===== src/rtl/serial_reg_file_pkg.sv =====
// Shared definitions for serial_reg_file: frame FSM encoding and sizing helpers.
// The optional frame parity is enabled by defining SERIAL_REG_FILE_PARITY_EN.
package serial_reg_file_pkg;

  typedef logic [2:0] state_t;

  localparam state_t ST_IDLE = 3'd0;
  localparam state_t ST_ADDR = 3'd1;
  localparam state_t ST_TURN = 3'd2;
  localparam state_t ST_DATA = 3'd3;
  localparam state_t ST_PAR  = 3'd4;

  // Bit counter must hold max(ADDR_WIDTH, DATA_WIDTH) - 1.
  function automatic int cnt_width(input int aw, input int dw);
    return $clog2((aw > dw) ? aw : dw) + 1;
  endfunction

  // Frame length in clock cycles, strobe edge inclusive.
  function automatic int frame_len(input int aw, input int dw, input bit par);
    return 2 + aw + dw + (par ? 1 : 0);
  endfunction

endpackage


===== src/rtl/serial_reg_file_ctrl.sv =====
// Frame controller for serial_reg_file: FSM, bit counter, mode latch, BUSY and ERR.
// Defining SERIAL_REG_FILE_PARITY_EN adds the PAR state after DATA.
module serial_reg_file_ctrl
  import serial_reg_file_pkg::*;
#(
  parameter int ADDR_WIDTH = 8,
  parameter int DATA_WIDTH = 8
) (
  input  logic   CLK,
  input  logic   RSTN,
  input  logic   RD_EN,
  input  logic   WR_EN,
  input  logic   hit,
  input  logic   ro,
`ifdef SERIAL_REG_FILE_PARITY_EN
  input  logic   par_ok,
`endif
  output state_t state,
  output logic   last,
  output logic   mode_wr,
  output logic   BUSY,
  output logic   ERR
);

  localparam int CW = cnt_width(ADDR_WIDTH, DATA_WIDTH);
  localparam logic [CW-1:0] ADDR_LOAD = CW'(ADDR_WIDTH - 1);
  localparam logic [CW-1:0] DATA_LOAD = CW'(DATA_WIDTH - 1);

  state_t        state_d;
  logic [CW-1:0] cnt_q, cnt_d;
  logic          mode_d;
  logic          frame_end;
  logic          err_d;

  assign last = (cnt_q == '0);

  // NOTE: every variable gets a default before the case so no path leaves it unassigned (no latch).
  always_comb begin
    state_d   = state;
    cnt_d     = cnt_q;
    mode_d    = mode_wr;
    frame_end = 1'b0;
    case (state)
      ST_IDLE: if (WR_EN || RD_EN) begin
        state_d = ST_ADDR;
        cnt_d   = ADDR_LOAD;
        mode_d  = WR_EN;
      end
      ST_ADDR: if (last) state_d = ST_TURN;
               else      cnt_d   = cnt_q - CW'(1);
      ST_TURN: begin
        state_d = ST_DATA;
        cnt_d   = DATA_LOAD;
      end
      ST_DATA: if (last) begin
`ifdef SERIAL_REG_FILE_PARITY_EN
        state_d   = ST_PAR;
`else
        state_d   = ST_IDLE;
        frame_end = 1'b1;
`endif
      end else begin
        cnt_d = cnt_q - CW'(1);
      end
`ifdef SERIAL_REG_FILE_PARITY_EN
      ST_PAR: begin
        state_d   = ST_IDLE;
        frame_end = 1'b1;
      end
`endif
      default: state_d = ST_IDLE;
    endcase
  end

  // Address miss, read-only write target or bad parity all abort the frame.
`ifdef SERIAL_REG_FILE_PARITY_EN
  assign err_d = frame_end & (~hit | (mode_wr & (ro | ~par_ok)));
`else
  assign err_d = frame_end & (~hit | (mode_wr & ro));
`endif

  // NOTE: sequential state uses non-blocking assignments so all flops update from pre-edge values.
  always_ff @(posedge CLK or negedge RSTN) begin
    if (!RSTN) begin
      state   <= ST_IDLE;
      cnt_q   <= '0;
      mode_wr <= 1'b0;
      BUSY    <= 1'b0;
      ERR     <= 1'b0;
    end else begin
      state   <= state_d;
      cnt_q   <= cnt_d;
      mode_wr <= mode_d;
      BUSY    <= (state_d != ST_IDLE);
      ERR     <= err_d;
    end
  end

endmodule


===== src/rtl/serial_reg_file.sv =====
// Serial-access register file: address/shadow shift registers, decode, register array, DOUT.
// Optional frame parity is enabled by defining SERIAL_REG_FILE_PARITY_EN.
module serial_reg_file
  import serial_reg_file_pkg::*;
#(
  parameter int                              N_REG      = 5,
  parameter int                              ADDR_WIDTH = 8,
  parameter int                              DATA_WIDTH = 8,
  parameter logic [N_REG*ADDR_WIDTH-1:0]     ADDR_MAP   = 40'h5506A17834,
  parameter logic [N_REG*DATA_WIDTH-1:0]     RST_VAL    = 40'h3300000000,
  parameter logic [N_REG-1:0]                RO_MASK    = 5'b10000
) (
  input  logic                        CLK,
  input  logic                        RSTN,
  input  logic                        RD_EN,
  input  logic                        WR_EN,
  input  logic                        DIN,
  output logic                        DOUT,
  output logic                        BUSY,
  output logic                        ERR,
  output logic [N_REG*DATA_WIDTH-1:0] REG_Q
);

  localparam int AW = ADDR_WIDTH;
  localparam int DW = DATA_WIDTH;

  state_t          state;
  logic            last;
  logic            mode_wr;
  logic [AW-1:0]   addr_sr;
  logic [DW-1:0]   shadow;
  logic [N_REG-1:0] sel_d, sel_q;
  logic [DW-1:0]   lookup_d, lookup_q;
  logic [DW-1:0]   regs [N_REG];
  logic [DW-1:0]   commit_val;
  logic            commit;
  logic            hit, ro;

  assign hit = |sel_q;
  assign ro  = |(sel_q & RO_MASK);

  // Descending scan so the lowest matching index overrides higher ones.
  always_comb begin
    sel_d = '0;
    for (int i = N_REG - 1; i >= 0; i--) begin
      if (addr_sr == ADDR_MAP[i*AW +: AW]) begin
        sel_d    = '0;
        sel_d[i] = 1'b1;
      end
    end
  end

  always_comb begin
    lookup_d = '0;
    lookup_q = '0;
    for (int i = 0; i < N_REG; i++) begin
      if (sel_d[i]) lookup_d |= regs[i];
      if (sel_q[i]) lookup_q |= regs[i];
    end
  end

`ifdef SERIAL_REG_FILE_PARITY_EN
  logic par_ok;
  assign par_ok     = (DIN == ^shadow);
  assign commit_val = shadow;
  assign commit     = (state == ST_PAR) && mode_wr && hit && !ro && par_ok;
`else
  assign commit_val = {shadow[DW-2:0], DIN};
  assign commit     = (state == ST_DATA) && last && mode_wr && hit && !ro;
`endif

  serial_reg_file_ctrl #(
    .ADDR_WIDTH(AW),
    .DATA_WIDTH(DW)
  ) u_ctrl (
    .CLK     (CLK),
    .RSTN    (RSTN),
    .RD_EN   (RD_EN),
    .WR_EN   (WR_EN),
    .hit     (hit),
    .ro      (ro),
`ifdef SERIAL_REG_FILE_PARITY_EN
    .par_ok  (par_ok),
`endif
    .state   (state),
    .last    (last),
    .mode_wr (mode_wr),
    .BUSY    (BUSY),
    .ERR     (ERR)
  );

  // NOTE: the register array is a handful of flops with individual reset values, so it is reset like any other state.
  always_ff @(posedge CLK or negedge RSTN) begin
    if (!RSTN) begin
      for (int i = 0; i < N_REG; i++) regs[i] <= RST_VAL[i*DW +: DW];
    end else if (commit) begin
      for (int i = 0; i < N_REG; i++) if (sel_q[i]) regs[i] <= commit_val;
    end
  end

  // Shadow shifts on every DATA edge; for reads its next-to-MSB feeds DOUT.
  always_ff @(posedge CLK or negedge RSTN) begin
    if (!RSTN) begin
      addr_sr <= '0;
      shadow  <= '0;
      sel_q   <= '0;
      DOUT    <= 1'b0;
    end else begin
      DOUT <= 1'b0;
      case (state)
        ST_ADDR: addr_sr <= {addr_sr[AW-2:0], DIN};
        ST_TURN: begin
          sel_q  <= sel_d;
          shadow <= lookup_d;
          DOUT   <= ~mode_wr & lookup_d[DW-1];
        end
        ST_DATA: begin
          shadow <= {shadow[DW-2:0], DIN};
          if (!mode_wr && !last) DOUT <= shadow[DW-2];
`ifdef SERIAL_REG_FILE_PARITY_EN
          if (!mode_wr && last)  DOUT <= ^lookup_q;
`endif
        end
        default: ;
      endcase
    end
  end

  for (genvar g = 0; g < N_REG; g++) begin : g_regq
    assign REG_Q[g*DW +: DW] = regs[g];
  end

endmodule


===== config.mk =====
export PLATFORM = sky130hd
export DESIGN_NAME = serial_reg_file
export DESIGN_NICKNAME = d
export VERILOG_FILES = /design/src/rtl/serial_reg_file_pkg.sv /design/src/rtl/serial_reg_file_ctrl.sv /design/src/rtl/serial_reg_file.sv
export SDC_FILE = /design/constraint.sdc
export NUM_CORES = 1
export LEC_CHECK = 0
export ABC_CLOCK_PERIOD_IN_PS = 2200
export CAP_MARGIN = 10
export CORE_ASPECT_RATIO = 1.4
export CORE_MARGIN = 5
export CORE_UTILIZATION = 54
export CTS_BUF_LIST = sky130_fd_sc_hd__clkbuf_4 sky130_fd_sc_hd__clkbuf_8 sky130_fd_sc_hd__clkbuf_16
export DETAILED_ROUTE_END_ITERATION = 10
export PLACE_DENSITY = 0.76
export SYNTH_ARGS = -nofsm -noshare
export SYNTH_HDL_FRONTEND = slang
export SYNTH_HIERARCHICAL = 1
export SYNTH_SLANG_ARGS = --single-unit

===== constraint.sdc =====
create_clock -name CLK -period 2.2 [get_ports CLK]
set_input_delay 0.22 -clock CLK [delete_from_list [all_inputs] [get_ports CLK]]
set_output_delay 0.22 -clock CLK [all_outputs]
set_load 0.05 [all_outputs]

==> results.toml <==
[setup_path]
crit_type = "reg2reg"
required_ns = 2.42
endpoint_kind = "flop"
cp_slowest_cell = "dfrtp_1"
critPathArrivalTime_ns = 2.20
cpPeakStageDelay_ns = 0.40
path_cells = "inv_1 > ha_1 > nor3b_2 > nand4b_1 > nor2_4 > nand2_2 > mux2_1"
critical-path-top-delay-family = "simple AND/OR/NAND/NOR gates"
cp.buffers_inverters = 1
path_max_fanout = 8
start_kind = "flop"

[yosys]
syn_area_mm2 = 0.00321
syn-mean-instance-area_um2 = 12.8
yosysSeqAreaShare_pct = 55.5
synth.area.mux_share_pct = 15.6
synth_compound_area_share_pct = 13.0
ys_ff_latch = 71
synthAdderAreaFrac_pct = 0.390
synthTopCellsByArea = "dfrtp_1, mux2_1, dfstp_2"
synth_edf_count = 0
ys_types = 52
synthXorXnorAreaFrac_pct = 0.273
synth-simple-area-share_pct = 11.5
yosys_warnings = 6
syn_inst = 251
netlist.area_leader.share_pct = 52.2
synth_top_family_by_area = "multiplexers"
synth_area_leader_cell = "dfrtp_1"
ys_async_sr_fraction_pct = 100
syn-num-nets = 257
ys.flop_type = "dfrtp_1"

[hold_path]
hold_path_class = "reg2reg"

[power]
seqPwrFrac_pct = 51.0
max-vdd-ir-drop_mv = 0.682
clockPowerShare_pct = 36.3
pwr-share-comb_pct = 12.7
power_switching_mw = 0.831
powerDensity_mw_per_mm2 = 760
netSwitchingFraction_pct = 27.3
p_leak_nw = 1.80
internal_power_mw = 2.21
finalPower_mw = 3.04

[route]
drc_errors = 0
drtAntennaViolNets = 0
drt_iter0_markers = 162
routedWlPerCell_um = 19.6
first_pass_iters = 5
routed_wl_um = 7380
via_per_inst = 5.97
vias = 2252

[placed_design]
io_buffers = 47
place_area_mm2 = 0.00376
post-place-ws_ns = 0.138
gp_congestion = 0.844
dp_hpwl_um = 4970

[job]
cap_violations = 0

[layout]
nFillCells = 437
final_cell_mix = "dfrtp_1, clkdlybuf4s50_1, mux2_1, a21oi_1, clkbuf_8"
nets = 308
design_area_mm2 = 0.00400
n_antenna_cell = 0
layout_commonest_cell = "dfrtp_1"
area.growth.synth_to_final_pct = 24.7
multi_input_area_mm2 = 0.00132
ff_latch_area_mm2 = 0.00178
drive_above_1_share_pct = 16.6

[outcome]
status = "finished clean"

[timing]
setup_slack_ns = 0.228
fmaxAchievable_ghz = 0.507
setup_tns_ns = 0
rsz0062_at_grt = "false"
min_period_ns = 1.97
skew_ns = 0.00633
period_share_pct = 89.6
finalSetupViolations = 0
tightest_slew_ns = 0.640
hold_viol = 0
maxSlewHeadroom_pct = 57.1
slew_viol_final = 0

[cts]
clk_pin_slew_ns = 0.07
numCtsBuffers = 9
cts_num_sinks = 71
clockBufferDepth = 2
clockRootBuffer = "clkbuf_8"
clock_latency_ns = 0.35
htree_levels = 3
tritoncts = "done"

[global_route]
grt_pass1_vias = 2413
grt_first_pass_wirelength_um = 12500
grt.overflow.total = 0
grt_use_total_pct = 22.3
antenna_found_initial = 0
grt_max_degree = 48

[die]
core.rowCount = 33
die_width_um = 75.2
die_h_um = 101
core_mm2 = 0.00582
start_util_pct = 55.1
num_io_pins = 48
die-area_mm2 = 0.00761
[sequential cells by signal (all words and copies together), names as in the netlist, 3 cells and up]
register / cells
REG_Q: 40
addr_sr: 8
sel_q: 5
shadow: 7
u_ctrl/cnt_q: 4
u_ctrl/state: 3
[path summary, 6_finish.rpt]
| kind | startpoint | endpoint | slack (ns) | cells past startpoint |
|---|---|---|---|---|
| max | u_ctrl/cnt_q[1] | REG_Q[17] | 0.23 | 7 |
| min | REG_Q[32] | REG_Q[32] | 0.38 | 0 |
| max reg2reg | u_ctrl/cnt_q[1] | REG_Q[17] | 0.23 | 7 |
| min reg2reg | REG_Q[32] | REG_Q[32] | 0.38 | 0 |
| max in group asynchronous | RSTN | REG_Q[36] | 1.07 | 3 |
| min in group asynchronous | RSTN | addr_sr[1] | 0.41 | 2 |
[through the flow]
stage	utilization [%]	hold WS [ns]	instances
CTS	68.5	0.380	377
detailed placement	64.7	0.260	360
finish	68.8	0.379	377
global placement	64.7	0.247	360
floorplan	-	-0.0756	251
global route	68.8	0.386	377
[what timing repair did]
action                                  in CTS  in global routing
hold buffers                                 1                  0
resized for setup                            0                  3
endpoints found under the setup margin       0                 30
setup buffers                                0                  0
endpoints found under the hold margin       22                  0
[cell usage after synthesis, drive strengths merged (2+ instances only)]
cell type and instances:
a211o 2, dfrtp 67, nor4 2, nand3 2, clkbuf 11, a21oi 17, a31oi 7, nor3 5
buf 7, nand4bb 2, a22o 8, nand2 10, inv 9, nor4b 2, a22oi 14, dfstp 4
nor2 6, and3 4, nor3b 6, nand2b 2, mux2 44, o21ai 2
[cell families after synthesis]
logic type	Yosys count
flops	71
compound gates	56
simple gates	50
mux	44
buf+inv	27
fa+ha+maj	1
other cells	1
xor+xnor	1
[power by group through the flow]
stage          clock network, mW  registers [mW]  logic [mW]
2_1_floorplan                  0            1.55       0.244
3_3_place_gp                   0            1.57       0.377
3_5_place_dp                   0            1.57       0.385
4_1_cts                     1.12            1.55       0.392
5_1_grt                     1.17            1.58       0.431
6_report                    1.10            1.55       0.385
[final cells by class]
class / instances / area share (%)
flip-flops and latches: 71 / 44.5
clock inverters: 3 / 1.00
multi-input cells: 153 / 33.1
repair buffers: 58 / 14.1
inverters: 9 / 0.844
well taps: 70 / 2.19
clock buffers: 13 / 4.31
[worst reg2reg max path, delay by kind of cell, from the launching register on]
kind                     cells  cell delay, ns
AND/OR/NAND/NOR              4            0.78
flip-flops                   1            0.40
multiplexers                 1            0.39
adder cells (fa/ha/maj)      1            0.19
buffers and inverters        1            0.09
[metal layers]
metal	vias up	track usage (%)	wire length, um
met5	-	0	0
met4	0	10.9	229
met3	15	4.87	430
met2	81	34.7	3800
met1	1132	29.3	2930
li1	1024	-	-
(Power assumes the default switching activity.)
